### config.mk
export PLATFORM = sky130hd
export DESIGN_NAME = gate_net_infer_ctrl
export DESIGN_NICKNAME = d
export VERILOG_FILES = /design/src/rtl/gate_net_ctrl_pkg.sv /design/src/rtl/gate_net_infer_ctrl_decode.sv /design/src/rtl/gate_net_infer_ctrl.sv
export SDC_FILE = /design/constraint.sdc
export NUM_CORES = 1
export LEC_CHECK = 0
export CAP_MARGIN = 20
export CORE_MARGIN = 2
export CORE_UTILIZATION = 46
export DETAILED_ROUTE_END_ITERATION = 10
export PLACE_DENSITY = 0.8
export SYNTH_ARGS = -nofsm -noshare
export SYNTH_HDL_FRONTEND = slang
export SYNTH_SLANG_ARGS = --single-unit
### constraint.sdc
create_clock -name clk -period 2.31 [get_ports clk]
set_input_delay 0.462 -clock clk [delete_from_list [all_inputs] [get_ports clk]]
set_output_delay 0.462 -clock clk [all_outputs]
set_load 0.03 [all_outputs]
### src/rtl/gate_net_ctrl_pkg.sv
`default_nettype none
//------------------------------------------------------------------------------
// Module      : gate_net_ctrl_pkg
// Description : Shared types, defaults and helpers for the gate-network
//               inference sequencer.
// Revision    : 1.0 - initial release
//------------------------------------------------------------------------------
package gate_net_ctrl_pkg;

    localparam int N_IN_DEF  = 49;
    localparam int N_CLS_DEF = 2;

    typedef enum logic [1:0] {
        IDLE   = 2'd0,
        SETTLE = 2'd1,
        OUT    = 2'd2
    } state_e;

    localparam logic [1:0] c_ST_IDLE   = IDLE;
    localparam logic [1:0] c_ST_SETTLE = SETTLE;
    localparam logic [1:0] c_ST_OUT    = OUT;

    // Label width needed to index n classes; never narrower than one bit.
    function automatic int lbl_w_for(input int n);
        return (n <= 2) ? 1 : $clog2(n);
    endfunction

endpackage
`default_nettype wire

### src/rtl/gate_net_infer_ctrl_decode.sv
`default_nettype none
//------------------------------------------------------------------------------
// Module      : onehot_class_decode
// Description : Combinational one-hot class decoder with ambiguity flag.
// Revision    : 1.0 - initial release
//------------------------------------------------------------------------------
module onehot_class_decode #(
    parameter int N_CLS = 2,
    parameter int LBL_W = 1
) (
    input  logic [N_CLS-1:0] net_out,
    output logic [LBL_W-1:0] cls,
    output logic             ambig
);

    int               w_pop;
    logic [LBL_W-1:0] w_idx;

    // Scan from the top so the last hit written is the lowest set index.
    always_comb begin
        w_pop = 0;
        w_idx = '0;
        for (int i = N_CLS - 1; i >= 0; i--) begin
            if (net_out[i]) begin
                w_pop = w_pop + 1;
                w_idx = LBL_W'(i);
            end
        end
    end

    assign cls   = w_idx;
    assign ambig = (w_pop != 1);

endmodule
`default_nettype wire

### src/rtl/gate_net_infer_ctrl.sv
`default_nettype none
//------------------------------------------------------------------------------
// Module      : gate_net_infer_ctrl
// Description : Sample sequencer and accuracy statistics for a combinational
//               gate-network classifier.
// Revision    : 1.0 - initial release
//------------------------------------------------------------------------------
module gate_net_infer_ctrl
    import gate_net_ctrl_pkg::*;
#(
    parameter int N_IN          = N_IN_DEF,
    parameter int N_CLS         = N_CLS_DEF,
    parameter int LBL_W         = lbl_w_for(N_CLS_DEF),
    parameter int SETTLE_CYCLES = 2,
    parameter int CNT_W         = 16
) (
    input  logic              clk,
    input  logic              rst_n,
    input  logic              s_valid,
    output logic              s_ready,
    input  logic [N_IN-1:0]   s_bits,
    input  logic [LBL_W-1:0]  s_label,
    output logic [N_IN-1:0]   net_in,
    input  logic [N_CLS-1:0]  net_out,
    output logic              m_valid,
    input  logic              m_ready,
    output logic [LBL_W-1:0]  m_class,
    output logic              m_ambig,
    output logic              m_correct,
    input  logic              clr_stats,
    input  logic [CNT_W-1:0]  batch_len,
    output logic              batch_done,
    output logic [CNT_W-1:0]  cnt_total,
    output logic [CNT_W-1:0]  cnt_correct,
    output logic [CNT_W-1:0]  cnt_ambig,
    output logic              busy
);

    localparam logic [7:0]       c_TIMER_INIT = 8'(SETTLE_CYCLES - 1);
    localparam logic [CNT_W-1:0] c_CNT_MAX    = {CNT_W{1'b1}};

    logic [1:0]       r_state;
    logic [7:0]       r_timer;
    logic [N_IN-1:0]  r_net_in;
    logic [LBL_W-1:0] r_label;
    logic             r_m_valid;
    logic [LBL_W-1:0] r_m_class;
    logic             r_m_ambig;
    logic             r_m_correct;
    logic [CNT_W-1:0] r_cnt_total;
    logic [CNT_W-1:0] r_cnt_correct;
    logic [CNT_W-1:0] r_cnt_ambig;
    logic             r_batch_armed;
    logic             r_batch_done;

    logic [LBL_W-1:0] w_cls;
    logic             w_ambig;
    logic             w_lbl_ok;
    logic             w_hs;
    logic [CNT_W-1:0] w_total_inc;
    logic             w_batch_hit;

    onehot_class_decode #(
        .N_CLS (N_CLS),
        .LBL_W (LBL_W)
    ) u_decode (
        .net_out (net_out),
        .cls     (w_cls),
        .ambig   (w_ambig)
    );

    assign w_lbl_ok    = (int'(r_label) < N_CLS);
    assign w_hs        = (r_state == c_ST_OUT) && m_ready;
    assign w_total_inc = r_cnt_total + 1'b1;

    // Only a real increment can land on batch_len, so a saturated total stays quiet.
    assign w_batch_hit = w_hs && !clr_stats && r_batch_armed && (batch_len != '0) &&
                         (r_cnt_total != c_CNT_MAX) && (w_total_inc == batch_len);

    always_ff @(posedge clk) begin
        if (!rst_n) begin
            r_state     <= c_ST_IDLE;
            r_timer     <= '0;
            r_net_in    <= '0;
            r_label     <= '0;
            r_m_valid   <= 1'b0;
            r_m_class   <= '0;
            r_m_ambig   <= 1'b0;
            r_m_correct <= 1'b0;
        end else begin
            case (r_state)
                c_ST_IDLE: begin
                    if (s_valid) begin
                        r_net_in <= s_bits;
                        r_label  <= s_label;
                        r_timer  <= c_TIMER_INIT;
                        r_state  <= c_ST_SETTLE;
                    end
                end
                c_ST_SETTLE: begin
                    if (r_timer == 8'd0) begin
                        r_m_class   <= w_cls;
                        r_m_ambig   <= w_ambig;
                        r_m_correct <= !w_ambig && w_lbl_ok && (w_cls == r_label);
                        r_m_valid   <= 1'b1;
                        r_state     <= c_ST_OUT;
                    end else begin
                        r_timer <= r_timer - 8'd1;
                    end
                end
                c_ST_OUT: begin
                    if (m_ready) begin
                        r_m_valid <= 1'b0;
                        r_state   <= c_ST_IDLE;
                    end
                end
                default: begin
                    r_state   <= c_ST_IDLE;
                    r_m_valid <= 1'b0;
                end
            endcase
        end
    end

    always_ff @(posedge clk) begin
        if (!rst_n) begin
            r_cnt_total   <= '0;
            r_cnt_correct <= '0;
            r_cnt_ambig   <= '0;
            r_batch_armed <= 1'b1;
            r_batch_done  <= 1'b0;
        end else begin
            r_batch_done <= w_batch_hit;
            if (clr_stats) begin
                r_cnt_total   <= '0;
                r_cnt_correct <= '0;
                r_cnt_ambig   <= '0;
                r_batch_armed <= 1'b1;
            end else begin
                if (w_batch_hit) begin
                    r_batch_armed <= 1'b0;
                end
                if (w_hs) begin
                    if (r_cnt_total != c_CNT_MAX) begin
                        r_cnt_total <= w_total_inc;
                    end
                    if (r_m_correct && (r_cnt_correct != c_CNT_MAX)) begin
                        r_cnt_correct <= r_cnt_correct + 1'b1;
                    end
                    if (r_m_ambig && (r_cnt_ambig != c_CNT_MAX)) begin
                        r_cnt_ambig <= r_cnt_ambig + 1'b1;
                    end
                end
            end
        end
    end

    assign s_ready     = (r_state == c_ST_IDLE);
    assign busy        = (r_state != c_ST_IDLE);
    assign net_in      = r_net_in;
    assign m_valid     = r_m_valid;
    assign m_class     = r_m_class;
    assign m_ambig     = r_m_ambig;
    assign m_correct   = r_m_correct;
    assign cnt_total   = r_cnt_total;
    assign cnt_correct = r_cnt_correct;
    assign cnt_ambig   = r_cnt_ambig;
    assign batch_done  = r_batch_done;

endmodule
`default_nettype wire

== Word-level counts from Yosys, hierarchy flattened ==
Cells that the tools add are included.

* Output and inout bits: 104
* Flip-flop bits (word level): 114
* Input bits: 73

* Reductions and logical operators: 25
* Equality and inequality tests: 12
* $add $sub $neg: 5
* Bitwise operators: 2
* Multiplexer cells: 14

{| class="wikitable"
|+ Operators by type and width
! kind !! number
|-
| $add 16x1->16 const B || 3
|-
| $ne 16x16->1 const B || 3
|-
| $mux 32 || 1
|-
| $ne 32x2->1 const B || 1
|-
| $eq 16x16->1 || 1
|-
| $mux 8 || 2
|-
| $pmux 8 s2 || 1
|-
| $reduce_bool 16->1 || 1
|-
| $reduce_and 2->1 || 5
|-
| $logic_and 1x1->1 || 9
|-
| $reduce_and 3->1 || 3
|-
| $logic_not 8->1 || 1
|-
| $ne 2x2->1 const B || 4
|-
| $sub 8x1->8 const B || 1
|-
| $mux 2 || 3
|-
| $pmux 2 s3 || 1
|-
| $mux 1 || 5
|-
| $reduce_bool 2->1 || 2
|-
| $pmux 1 s3 || 1
|-
| $add 1x1->2 const B || 1
|-
| $eq 2x1->1 const B || 1
|-
| $eq 2x2->1 const B || 1
|-
| $logic_not 1->1 || 2
|-
| $logic_not 2->1 || 1
|-
| other kinds (3) || 4
|}

== Longest topological paths before layout ==
Gate-level depths: netlist (run 1).

* Depth after elaboration: 7
* Mapped depth: 8

== Modules after synthesis ==
From an unflattened synthesis (run 1), not the netlist that was laid out.

* Cell total of the unflattened synthesis: 619
* Area, all modules: 5142.4 sq um

{| class="wikitable"
|+ By module, submodules not included
! module !! times used !! area an instance (sq um) !! cells an instance
|-
| gate_net_infer_ctrl || 1 || 5126.2 || 617
|-
| onehot_class_decode || 1 || 16.3 || 2
|}

== Least setup slack after synthesis (run 1) ==
Ideal clock, no wire load.

* Path kind: register to register
* From: register r_cnt_total[0], in the netlist cnt_total[0]
* To: register r_batch_armed
* Arrival time: 2.101 ns
* Slack: 0.086 ns
* Path buffers: 0
* Period minus slack after synthesis: 2.224 ns
* Required time: 2.187 ns
* Cell stages (with the launch flop): 8
* Cell sequence: dfxtp_1 -> ha_1 -> nand3_1 -> nor4_1 -> xnor2_1 -> o211ai_1 -> a2111oi_2 -> o21ai_1

* Word-level cells in the longest chain between the ends: 3

{| class="wikitable"
|+ RTL lines
! element !! line !! text
|-
| start, declared || gate_net_infer_ctrl.sv:50 || <nowiki>logic [CNT_W-1:0] r_cnt_total;</nowiki>
|-
| start signal, assigned || gate_net_infer_ctrl.sv:145 || <nowiki>r_cnt_total <= w_total_inc;</nowiki>
|-
| $add 16x1->16 / $ne 16x16->1 (equally long branches) || gate_net_infer_ctrl.sv:74, gate_net_infer_ctrl.sv:78 ||
|-
| $eq 16x16->1 / $logic_and 1x1->1 (equally long branches) || gate_net_infer_ctrl.sv:78, gate_net_infer_ctrl.sv:77 ||
|-
| $logic_and 1x1->1 (*) || gate_net_infer_ctrl.sv:78 || <nowiki>(r_cnt_total != c_CNT_MAX) && (w_total_inc == batch_len);</nowiki>
|-
| end signal, assigned || gate_net_infer_ctrl.sv:130 || <nowiki>r_batch_armed <= 1'b1;</nowiki>
|-
| end signal, assigned || gate_net_infer_ctrl.sv:138 || <nowiki>r_batch_armed <= 1'b1;</nowiki>
|-
| end signal, assigned || gate_net_infer_ctrl.sv:141 || <nowiki>r_batch_armed <= 1'b0;</nowiki>
|-
| end, declared || gate_net_infer_ctrl.sv:53 || <nowiki>logic r_batch_armed;</nowiki>
|}

Mark *: on every way between the ends. The rest lies on a longest branch, timed or not.
A chain may end at the register's enable or synchronous reset.

== Worst setup path in the final report (run 1) ==
* From: register r_state[1]
* To: output busy

* Word-level cells in the longest chain between the ends: 1

{| class="wikitable"
|+ RTL lines
! element !! line !! text
|-
| start, declared || gate_net_infer_ctrl.sv:42 || <nowiki>logic [1:0] r_state;</nowiki>
|-
| start signal, assigned || gate_net_infer_ctrl.sv:82 || <nowiki>r_state <= c_ST_IDLE;</nowiki>
|-
| start signal, assigned || gate_net_infer_ctrl.sv:97 || <nowiki>r_state <= c_ST_SETTLE;</nowiki>
|-
| start signal, assigned || gate_net_infer_ctrl.sv:106 || <nowiki>r_state <= c_ST_OUT;</nowiki>
|-
| $reduce_bool 2->1 || gate_net_infer_ctrl.sv:159 || <nowiki>assign busy = (r_state != c_ST_IDLE);</nowiki>
|-
| end, declared || gate_net_infer_ctrl.sv:36 || <nowiki>output logic busy</nowiki>
|}

Every way passes these cells.

==> results of run 1 <==
==> power by group <==
group / switching, mW / internal (mW) / total, mW
Sequential: 0.161 / 2.19 / 2.35
Combinational: 1.01 / 0.756 / 1.77
Clock: 0.819 / 1.75 / 2.57
Total: 1.99 / 4.70 / 6.69
==> registers in the layout, indices dropped and copies added, names as in the netlist <==
register and count:
cnt_ambig 16, net_in 49, r_batch_armed 1, r_timer 8, m_valid 1, m_class 1
batch_done 1, r_label 1, r_state 2, cnt_correct 16, cnt_total 16, m_ambig 1
m_correct 1
==> per-layer routing <==
layer  up-vias  GRT usage [%]
met5         -              0
met4         0           8.78
met3        30           6.53
met2       169           42.9
met1      2442           26.8
li1       2561              -
==> worst reg2reg max path: stages, from the launching register on <==
cell and delay, ns:
dfxtp_1 0.34, buf_4 0.16, nand3_1 0.13, or2_2 0.35
nor4_1 0.34, o211ai_1 0.20, a2111oi_2 0.38, o21ai_1 0.09
==> timing repair <==
item	in CTS	in global routing
resized for setup	1	2
buffers inserted	0	0
gates cloned	0	0
setup endpoints to repair	1	2
==> cell usage in the layout, fill, tap and decap left out, types with 4 or more instances in the layout <==
cell / n
nand2b_1: 4
nand4_1: 13
dfxtp_1: 114
nor2_1: 64
and4_1: 5
nand2_1: 131
o21ai_0: 8
nor3_1: 15
a21oi_1: 10
inv_1: 11
nor4_1: 14
mux2i_1: 6
or3_1: 8
clkbuf_16: 17
nor2b_1: 5
clkdlybuf4s50_1: 174
xnor2_1: 38
nand3_1: 25
xor2_1: 27
and3_1: 7
ha_1: 6
buf_4: 28
a21boi_0: 51
==> layout make-up <==
type                       instances  area [sq um]
tap                              143           179
inverter                          11          41.3
multi-input combinational        485          2910
timing repair buffer             206          2010
clock inverter                     6           105
fill                             906          3410
sequential                       114          2280
clock buffer                      23           478
==> worst paths after layout <==
| check | end | slack (ns) | cells past startpoint |
|---|---|---|---|
| worst max-delay path | busy | 0.08 | 3 |
| worst min-delay path | r_batch_armed$_SDFFE_PP1P_ | 0.46 | 2 |
| worst max register to register | r_batch_armed$_SDFFE_PP1P_ | 0.22 | 7 |
| worst min register to register | r_batch_armed$_SDFFE_PP1P_ | 0.46 | 2 |
==> kinds of logic (layout without fill, tap and decap cells) <==
logic type | after synthesis | in the layout | synth area share [%]
compound gates | 90 | 90 | 12.6
fa+ha+maj | 6 | 6 | 1.40
simple gates | 318 | 318 | 28.3
buf+inv | 47 | 246 | 3.52
flops | 114 | 114 | 42.5
xor+xnor | 65 | 65 | 10.6
mux | 6 | 6 | 1.12
==> results.txt, run 1 <==
- The worst setup path is launched from a register.
- In the synthesized netlist the async set-or-reset flop fraction comes to 0%.
- Average vias per placed instance: 5.27
- In this run the number of H-tree levels came out at 4.
* Total Wirelength: 15000 um
* Master cell of the clock root buffer: clkbuf_16
- Wire per inst: 15.2 um
* Highest ir drop seen on vdd: 0.487 mV
- Most frequent cells after synthesis: nand2_1 (132), dfxtp_1 (114), nor2_1 (64)
- Setup violations remaining at the end of the flow were counted as 0.
- Global router's overall resource usage: 23.8%
* Startpoint of the lowest-slack hold path: r_batch_armed$_SDFFE_PP1P_
* Portion of synthesized cell area occupied by the leading cell type: 42.5%
* Timing-limited maximum frequency: 0.448 GHz
* Number of global-route vias before repair: 5341
- After clock tree synthesis, the clock-pin slew on the worst setup and hold paths is 0.05 ns.
- Pwr/cell area: 836 nW/um^2
- During I/O placement, the number of pins put on the boundary was 177.
- P&R area growth vs syn: 49.1%
* Most used standard cell by instance count after synthesis: nand2_1
- At the end of routability-driven placement, the weighted congestion stood at 0.928.
- The largest single stage delay on the critical path is 0.66 ns.
- The worst setup path is captured at a primary output.
- Slew at the pin closest to its max-slew limit: 0.495 ns
* Final core occ: 70.1%
* Count of TritonRoute iterations in the first routing pass: 4
- After detailed routing, no signal wire sits above met4.
- After synthesis, flip-flops and latches occupy 42.5% of the total area.
* Top cells by area, synth: dfxtp_1 (43%), nand2_1 (9.2%), a21boi_0 (7.1%)
- Measured along the y axis, the die boundary spans 112 um.
- Once detailed placement completed, the half-perimeter wirelength came to 11000 um.
* Worst min-delay path class: reg2reg
- Power consumption: 6.69 mW
* First-pass GRT wire length: 24600 um
- Crit path time final: 2.23 ns
- Routed length on met2: 7530 um
- Startpoint of the worst register-to-register path: cnt_total[0]$_SDFFE_PP0P_
* Post-Place Cell Area: 7410 sq um
- Seq cells post-synth: 114
- After detailed routing, the number of remaining DRC violations is 0.
- Outcome: completed
* Number of pins exceeding their max-slew limit in the final report: 0
- Counting flops with a built-in enable in the synthesized netlist gives 0.
- After the last flow step, the layout net total stands at 914.
- Share of final-layout standard cells stronger than drive strength 1: 8.76%
- Placed cell count: 959
* Longest Clk Path Bufs: 2
- Post-Synthesis Net Count: 725
- In this design, the largest share of critical-path delay is due to buffers and inverters.
* Setup total negative slack: 0 ns
- For this configuration, the core starts out at a cell density of 47.0%.
- Core area: 11400 sq um
* Arrival time of data at the critical path endpoint: 1.77 ns
* Worst slack on hold paths: 0.457 ns
- Pre-CTS setup slack: -0.235 ns
* Routed met1 length: 6260 um
- Critical path class: reg2out
- Total non-filler cell area in the finished layout: 8000 sq um
- In this run the worst setup path begins at r_state[1]$_SDFFE_PN0P_.
* Horizontal extent of the die: 112 um
- Number of nets with antenna violations after routing: 0
- Clock Latency Late Sink: 0.40 ns
- Row generation in the floorplan step produced 39 rows.
- Unique cell type count in the Yosys netlist: 52
* Crit path buffers/inverters: 2
* Diodes inserted: 0
* Max Fanout on Critical Path: 6
- For this run, the number of Yosys warnings is 0.
* Unrepaired setup endpoints after global routing: no
- Summed over all layers, the global routing overflow is 0.
- In the synthesized netlist the dominant register cell turns out to be dfxtp_1.
- Synthesis produced 646 cells.
* Clk sink count: 114
- Across the run, the number of max-cap violations was 0.
* Syn_area_per_cell: 8.31 sq um
* Worst slew margin relative to its limit: 66.7%
- Slowest library cell on the worst path: clkdlybuf4s50_1
* Routed via count: 5202
* Portion of the clock cycle consumed by the worst path in the final layout: 96.6%
- After the first detailed-routing iteration, the DRC count stood at 281.
- Final hold violation count: 0
- Detailed routing placed a total of 858 um of wire on met3.
- Between clock sinks in the finished design, the worst skew comes to 0.00734 ns.
* Library cell occupying the most area in the post-synthesis netlist: dfxtp_1
- Leakage power of the design: 2.87 nW
- PortBufs: 176
- Clock tree from TritonCTS: done
- Number of antenna violations at the first check in global routing: 0
- The floorplan step defined a die boundary enclosing 12600 sq um.
- At the worst endpoint, the required time is 1.85 ns.
- Number of buffers inserted for hold repair after clock tree synthesis: 0
* Pin count of the biggest net entering global routing: 49
- Layout Cells excl Fill: 988
- Walking the worst path, the cells encountered are nor2_1 > inv_1 > clkdlybuf4s50_1.
- Combined area of all synthesized cells: 5370 sq um
- The number of clock buffers added by TritonCTS is 17.
* Post-route worst setup slack: 0.0779 ns
(Power assumes the default switching activity.)
==> run 2, diff against run 1 <==
- CELL_PAD_IN_SITES_DETAIL_PLACEMENT: not set -> 2
- CELL_PAD_IN_SITES_GLOBAL_PLACEMENT: not set -> 2
- CORE_UTILIZATION: 46 -> 26
- PLACE_DENSITY: 0.8 -> not set
- PLACE_DENSITY_LB_ADDON: not set -> 0.1
==> results.txt, run 2 (synthesis gave the netlist of run 1 again) <==
* Outcome: completed (unchanged)
- The H-tree level count was 4 (unchanged).
* Placed cell count: 1104 (was 959)
* Routability-driven placement congestion ratio: 0.799 (was 0.928)
- The number of detailed-routing iterations run before antenna repair was 4 (unchanged).
- Max-Cap Viols: 0 (unchanged)
- The setup slack after layout is 0.0569 ns (was 0.0779 ns).
* Clock transition at the registers of the reported paths: 0.06 ns (was 0.05 ns)
- The number of buffers inserted during clock tree synthesis is 17 (unchanged).
* Global route overflow: 0 (unchanged)
- The total area of sequential cells was 2280 sq um (unchanged).
* Arrival time of data at the critical path endpoint: 1.79 ns (was 1.77 ns)
* DRC: 0 (unchanged)
- Highest ir drop seen on vdd: 0.510 mV (was 0.487 mV)
* Layout Skew: 0.0109 ns (was 0.00734 ns)
- Iteration-0 DRC Markers: 136 (was 281)
- The total core area came to 20200 sq um (was 11400 sq um).
- Worst min-delay path class: reg2reg (unchanged)
- Worst slack on hold paths: 0.461 ns (was 0.457 ns)
* Endpoint type of the worst setup path: primary output (unchanged)
- Largest register FFs: 49 (unchanged)
- The count of nets left with antenna violations after detail routing is 0 (unchanged).
* Most common cell after layout, fill and taps aside: clkdlybuf4s50_1 (unchanged)
* PortBufs: 176 (unchanged)
- Horizontal extent of the die: 148 um (was 112 um)
- The largest buffer count on any clock path is 2 (unchanged).
* Routed via count: 5380 (was 5202)
* Clock Latency Late Sink: 0.41 ns (was 0.40 ns)
- The fraction of layout cells with a size suffix above 1 is 11.1% (was 8.76%).
- Critical path class: reg2out (unchanged)
* Master cell of the clock root buffer: clkbuf_16 (unchanged)
* Total of fill cells in the finished design: 2244 (was 906)
* First-pass GRT wire length: 31600 um (was 24600 um)
* Startpoint of the lowest-slack hold path: net_in[44]$_SDFFE_PN0P_ (was r_batch_armed$_SDFFE_PP1P_)
* First element of the critical path: cnt_total[3]$_SDFFE_PP0P_ (was r_state[1]$_SDFFE_PN0P_)
- Slew at the pin closest to its max-slew limit: 0.541 ns (was 0.495 ns)
- Pre-CTS setup slack: -0.333 ns (was -0.235 ns)
- NumNets Final: 932 (was 914)
- Worst endpoint required time: 1.85 ns (about the same)
- The source of the worst register-to-register timing path is cnt_total[3]$_SDFFE_PP0P_ (was cnt_total[0]$_SDFFE_PP0P_).
- The count of clock tree sinks is 114 (unchanged).
* IO Count: 177 (unchanged)
- Global router's overall resource usage: 18.2% (was 23.8%)
* Final hold violation count: 0 (unchanged)
* Pin count of the biggest net entering global routing: 49 (unchanged)
- Leakage power of the design: 2.97 nW (was 2.87 nW)
- Setup total negative slack: 0 ns (unchanged)
- Worst slew margin relative to its limit: 63.6% (was 66.7%)
- The footprint of the multi-input gates came to 2920 sq um (was 2910 sq um).
- Pwr/cell area: 812 nW/um^2 (was 836 nW/um^2)
- Portion of the clock cycle consumed by the worst path in the final layout: 97.5% (was 96.6%)
- Number of antenna violations at the first check in global routing: 1 (was 0)
- Unrepaired setup endpoints after global routing: no (unchanged)
* Most used cells in the layout excluding fill and tap cells: clkdlybuf4s50_1 (172), nand2_1 (131), dfxtp_1 (114), nor2_1 (63), a21boi_0 (51) (was clkdlybuf4s50_1 (174), nand2_1 (131), dfxtp_1 (114), nor2_1 (64), a21boi_0 (51))
* Average vias per placed instance: 4.74 (was 5.27)
- Final setup violation count: 0 (unchanged)
* Total half-perimeter wirelength after legalization and detailed placement: 14700 um (was 11000 um)
- Clock tree from TritonCTS: done (unchanged)
- Number of buffers inserted for hold repair after clock tree synthesis: 0 (unchanged)
- The number of max-slew violations in the final report was 0 (unchanged).
- Max Fanout on Critical Path: 8 (was 6)
* Std-Cell Rows: 52 (was 39)
* Total Wirelength: 19300 um (was 15000 um)
- The layout overhead on the synthesized area came to 54.7% (was 49.1%).
- Critical Path Source Type: register (unchanged)
- Number of global-route vias before repair: 6066 (was 5341)
* Height of the die: 148 um (was 112 um)
* Area of the die: 21800 sq um (was 12600 sq um)
* Layout Cells excl Fill: 1136 (was 988)
- The effective utilization at floorplan was 26.5% (was 47.0%).
- Timing-limited maximum frequency: 0.444 GHz (was 0.448 GHz)
- The average wire per cell in the routed design is 17.0 um (was 15.2 um).
* Crit path time final: 2.25 ns (was 2.23 ns)
==> run 2: cell count changes in the layout (fill, tap and decap cells not counted), sizes merged, moves of 2 or more <==
cell	delta
clkdlybuf4s50	-2
clkinvlp	+5
clkinv	+2
clkbuf	-5
buf	+18
dlymetal6s2s	+2
==> run 2: layout make-up <==
class | instances | share of cell area [%]
Antenna cell | 1 | 0.0301
Clock buffer | 18 | 5.17
Clock inverter | 13 | 1.67
Inverter | 11 | 0.497
Multi-Input combinational cell | 485 | 35.1
Sequential cell | 114 | 27.5
Tap cell | 270 | 4.07
Timing Repair Buffer | 224 | 26.0
==> run 2: through the flow <==
step	util, %	power (mW)	instance area [sq um]
after floorplan	-	3.46	5370
after global placement	38.2	4.15	7720
after detailed placement	38.2	4.24	7720
after CTS	41.0	6.88	8290
after global routing	41.0	7.15	8310
final	41.0	6.74	8310
==> run 2: per-layer routing <==
metal	share of wire (%)	up-vias	GRT usage (%)
met5	0	-	0
met4	1.8	0	6.73
met3	4.9	30	4.66
met2	51	126	32.8
met1	42	2633	20.7
li1	-	2591	-
==> run 2: report_power, final <==
| group | switching, mW | total, mW | internal [mW] |
|---|---|---|---|
| sequential | 0.164 | 2.35 | 2.18 |
| combinational | 1.06 | 1.83 | 0.768 |
| clock | 0.988 | 2.57 | 1.58 |
==> run 2: final timing paths <==
kind	cells after the start	endpoint	slack, ns
max reg2reg	7	batch_done$_SDFF_PN0_	0.18
min	2	net_in[44]$_SDFFE_PN0P_	0.46
max	2	cnt_total[3]	0.06
min reg2reg	2	net_in[44]$_SDFFE_PN0P_	0.46
==> run 2: critical path, cell delays in order, from the launching register on <==
cell and delay (ns):
dfxtp_1 0.50, buf_4 0.18, clkdlybuf4s50_1 0.70
==> run 2: repair_timing <==
action | CTS | global route
setup endpoints to repair | 2 | 2
buffers inserted | 0 | 0
resized for setup | 2 | 3
==> run 3, diff against run 2 <==
- CORE_UTILIZATION: 26 -> 23
- CTS_CLUSTER_DIAMETER: not set -> 50
- clock period: 2.31 -> 1.9 ns (I/O delays scaled with it)
==> results.txt, run 3 (synthesis gave the netlist of run 1 again) <==
- The required time of the critical path came to 2.19 ns (was 1.85 ns).
- For the finished layout, the period the worst path requires is 1.95 ns.
* Std-Cell Rows: 55 (was 52)
* Clock transition at the registers of the reported paths: 0.06 ns (about the same)
* Failing checks: setup timing
- Leakage power of the design: 3.60 nW (was 2.97 nW)
- The effective utilization at floorplan is 23.6% (was 26.5%).
- Total Wirelength: 20700 um (was 19300 um)
- Portion of the clock cycle consumed by the worst path in the final layout: 103%
* Longest Clk Path Bufs: 2 (unchanged)
- The fraction of layout cells with a size suffix above 1 was 22.9% (was 11.1%).
* Endpoint type of the worst setup path: register (was primary output)
- Combinational fraction of design power: 28.8% (was 27.1%)
- The headroom to the max-slew limit is 67.3% (was 63.6%).
- Largest register FFs: 49 (unchanged)
* Most used cells in the layout excluding fill and tap cells: clkdlybuf4s50_1 (129), nand2_1 (127), dfxtp_1 (88), buf_4 (83), nor2_1 (64) (was clkdlybuf4s50_1 (172), nand2_1 (131), dfxtp_1 (114), nor2_1 (63), a21boi_0 (51))
- The data arrival time at the worst-slack endpoint came to 2.24 ns (was 1.79 ns).
* Sequential share of power: 32.6% (was 34.8%)
* DRC: 0 (unchanged)
- The average wire per cell in the routed design is 17.0 um (about the same).
- The final number of hold-violating endpoints came to 0 (unchanged).
- The global routing usage on met1 is 19.5% (was 20.7%).
- IO Count: 177 (unchanged)
* Total half-perimeter wirelength after legalization and detailed placement: 15400 um (was 14700 um)
* Number of nets with antenna violations after routing: 0 (unchanged)
- The via-per-instance ratio was 4.51 (was 4.74).
- The overall power came to 8.71 mW (was 6.74 mW).
* Clock tree from TritonCTS: done (unchanged)
* Worst min-delay path class: in2reg (was reg2reg)
- The global routing usage on met3 came to 4.65% (was 4.66%).
- The count of placed standard cells in the final layout, fillers left out is 1224 (was 1136).
- The violation count after the first detailed-routing iteration is 114 (was 136).
* Power dissipated by switching net loads: 2.83 mW (was 2.21 mW)
- Count of TritonRoute iterations in the first routing pass: 4 (unchanged)
* Post-Place Cell Area: 8090 sq um (was 7720 sq um)
- Max Fanout on Critical Path: 5 (was 8)
* NumNets Final: 977 (was 932)
* Most congested layer reported by global routing: met2 (unchanged)
* Height of the die: 157 um (was 148 um)
- Clock Power Share: 38.7% (was 38.1%)
* Number of antenna violations at the first check in global routing: 0 (was 1)
* Total non-filler cell area in the finished layout: 9080 sq um (was 8310 sq um)
* Core area: 22800 sq um (was 20200 sq um)
- The maximum vdd ir drop is 0.454 mV (was 0.510 mV).
- Max-Cap Viols: 0 (unchanged)
* Htree depth: 4 (unchanged)
- The global-route congestion overflow total came to 0 (unchanged).
* Cts bufs inserted: 17 (unchanged)
- The final count of negative-setup-slack endpoints came to 1 (was 0).
- Timing-limited maximum frequency: 0.513 GHz
- Unrepaired setup endpoints after global routing: yes (was no)
* Diodes inserted: 0 (was 1)
- The largest clock skew in the final design was 0.0103 ns (was 0.0109 ns).
- Post-route worst setup slack: -0.0486 ns (was 0.0569 ns)
* Pin count of the biggest net entering global routing: 51 (was 49)
- The overall die width is 157 um (was 148 um).
- PortBufs: 176 (unchanged)
* Number of pins exceeding their max-slew limit in the final report: 0 (unchanged)
- Clk sink count: 114 (unchanged)
* Outcome: complete, but fails checks (was completed)
* P&R area growth vs syn: 69.1% (was 54.7%)
* Internal portion of total power: 5.88 mW (was 4.53 mW)
- The number of cells after detailed placement was 1179 (was 1104).
- The worst-margin pin slew is 0.489 ns (was 0.541 ns).
- The critical path class is reg2reg (was reg2out).
* Critical Path Source Type: register (unchanged)
- Switching Share: 32.5% (was 32.8%)
- Worst slack on hold paths: 0.369 ns (was 0.461 ns)
* Global-route track usage on met2: 30.9% (was 32.8%)
- The via count of the first global-routing pass is 6146 (was 6066).
* Pwr/cell area: 960 nW/um^2 (was 812 nW/um^2)
- The global-route wire length before repair was 32500 um (was 31600 um).
- The most common library cell in the layout ignoring fill and taps was clkdlybuf4s50_1 (unchanged).
- The die footprint is 24600 sq um (was 21800 sq um).
- The total number of vias is 5519 (was 5380).
* Total of fill cells in the finished design: 2478 (was 2244)
* Number of buffers inserted for hold repair after clock tree synthesis: 0 (unchanged)
- The weighted congestion at the end of routability-driven global placement is 0.820 (was 0.799).
* Global router's overall resource usage: 16.9% (was 18.2%)
- The root buffer selected by CTS is clkbuf_16 (unchanged).
- Clock Latency Late Sink: 0.41 ns (about the same)
## run 3: changes by cell type in the layout (fill, tap and decap cells not counted), moves of 7 or more
cell             before  now
dfxtp_4               0    7
buf_4                45   83
buf_6                 0    8
dlygate4sd2_1         1   38
dfxtp_1             114   88
dfxtp_2               0   19
clkdlybuf4s50_1     172  129
## run 3: worst paths after layout
path / from / to / slack (ns) / cells past startpoint
setup / recovery: cnt_total[7]$_SDFFE_PP0P_ / r_batch_armed$_SDFFE_PP1P_ / -0.05 / 8
hold / removal: rst_n / net_in[2]$_SDFFE_PN0P_ / 0.37 / 2
setup reg to reg: cnt_total[7]$_SDFFE_PP0P_ / r_batch_armed$_SDFFE_PP1P_ / -0.05 / 8
hold reg to reg: net_in[11]$_SDFFE_PN0P_ / net_in[11]$_SDFFE_PN0P_ / 0.46 / 2
## run 3: power groups by stage
| stage | clock [mW] | combinational, mW | sequential, mW |
|---|---|---|---|
| floorplan | 0 | 1.00 | 3.20 |
| global placement | 0 | 2.30 | 2.86 |
| detailed placement | 0 | 2.38 | 2.89 |
| CTS | 3.48 | 2.46 | 2.85 |
| global route | 3.61 | 2.75 | 2.88 |
| finish | 3.37 | 2.51 | 2.84 |
## run 3: metal layers
metal,up-vias,wire length (um)
met5,-,0
met4,0,159
met3,12,984
met2,101,11000
met1,2719,8610
li1,2687,-
## run 3: repair_timing
action,CTS,global route
endpoints found under the setup margin,62,48
pin swaps,9,22
resized for setup,61,54
buffers inserted,5,9
## run 3: critical path, stage by stage (launching register included)
cell and delay [ns]:
dfxtp_2 0.32, buf_4 0.15, and4_1 0.26, nand3_2 0.14, nor4_1 0.33, a211oi_1 0.11
buf_4 0.16, a2111oi_4 0.27, o21ai_1 0.09
## run 3: area by class of cell
class                   instances  area [sq um]  share of cell area (%)
inverters                      11          41.3                   0.455
flip-flops and latches        114          2330                    25.7
well taps                     313           392                    4.31
repair buffers                269          2490                    27.4
clock inverters                14           179                    1.97
multi-input cells             485          3210                    35.3
clock buffers                  18           439                    4.84
## run 3: through the flow
stage	worst slack (ns)	util [%]	TNS (ns)
after floorplan	-0.000634	-	-0.000634
after global placement	-0.505	35.5	-11.76
after detailed placement	-0.569	35.5	-14.32
after CTS	-0.0577	38.6	-0.106
after global routing	-0.145	39.9	-0.659
final	-0.0486	39.9	-0.0486
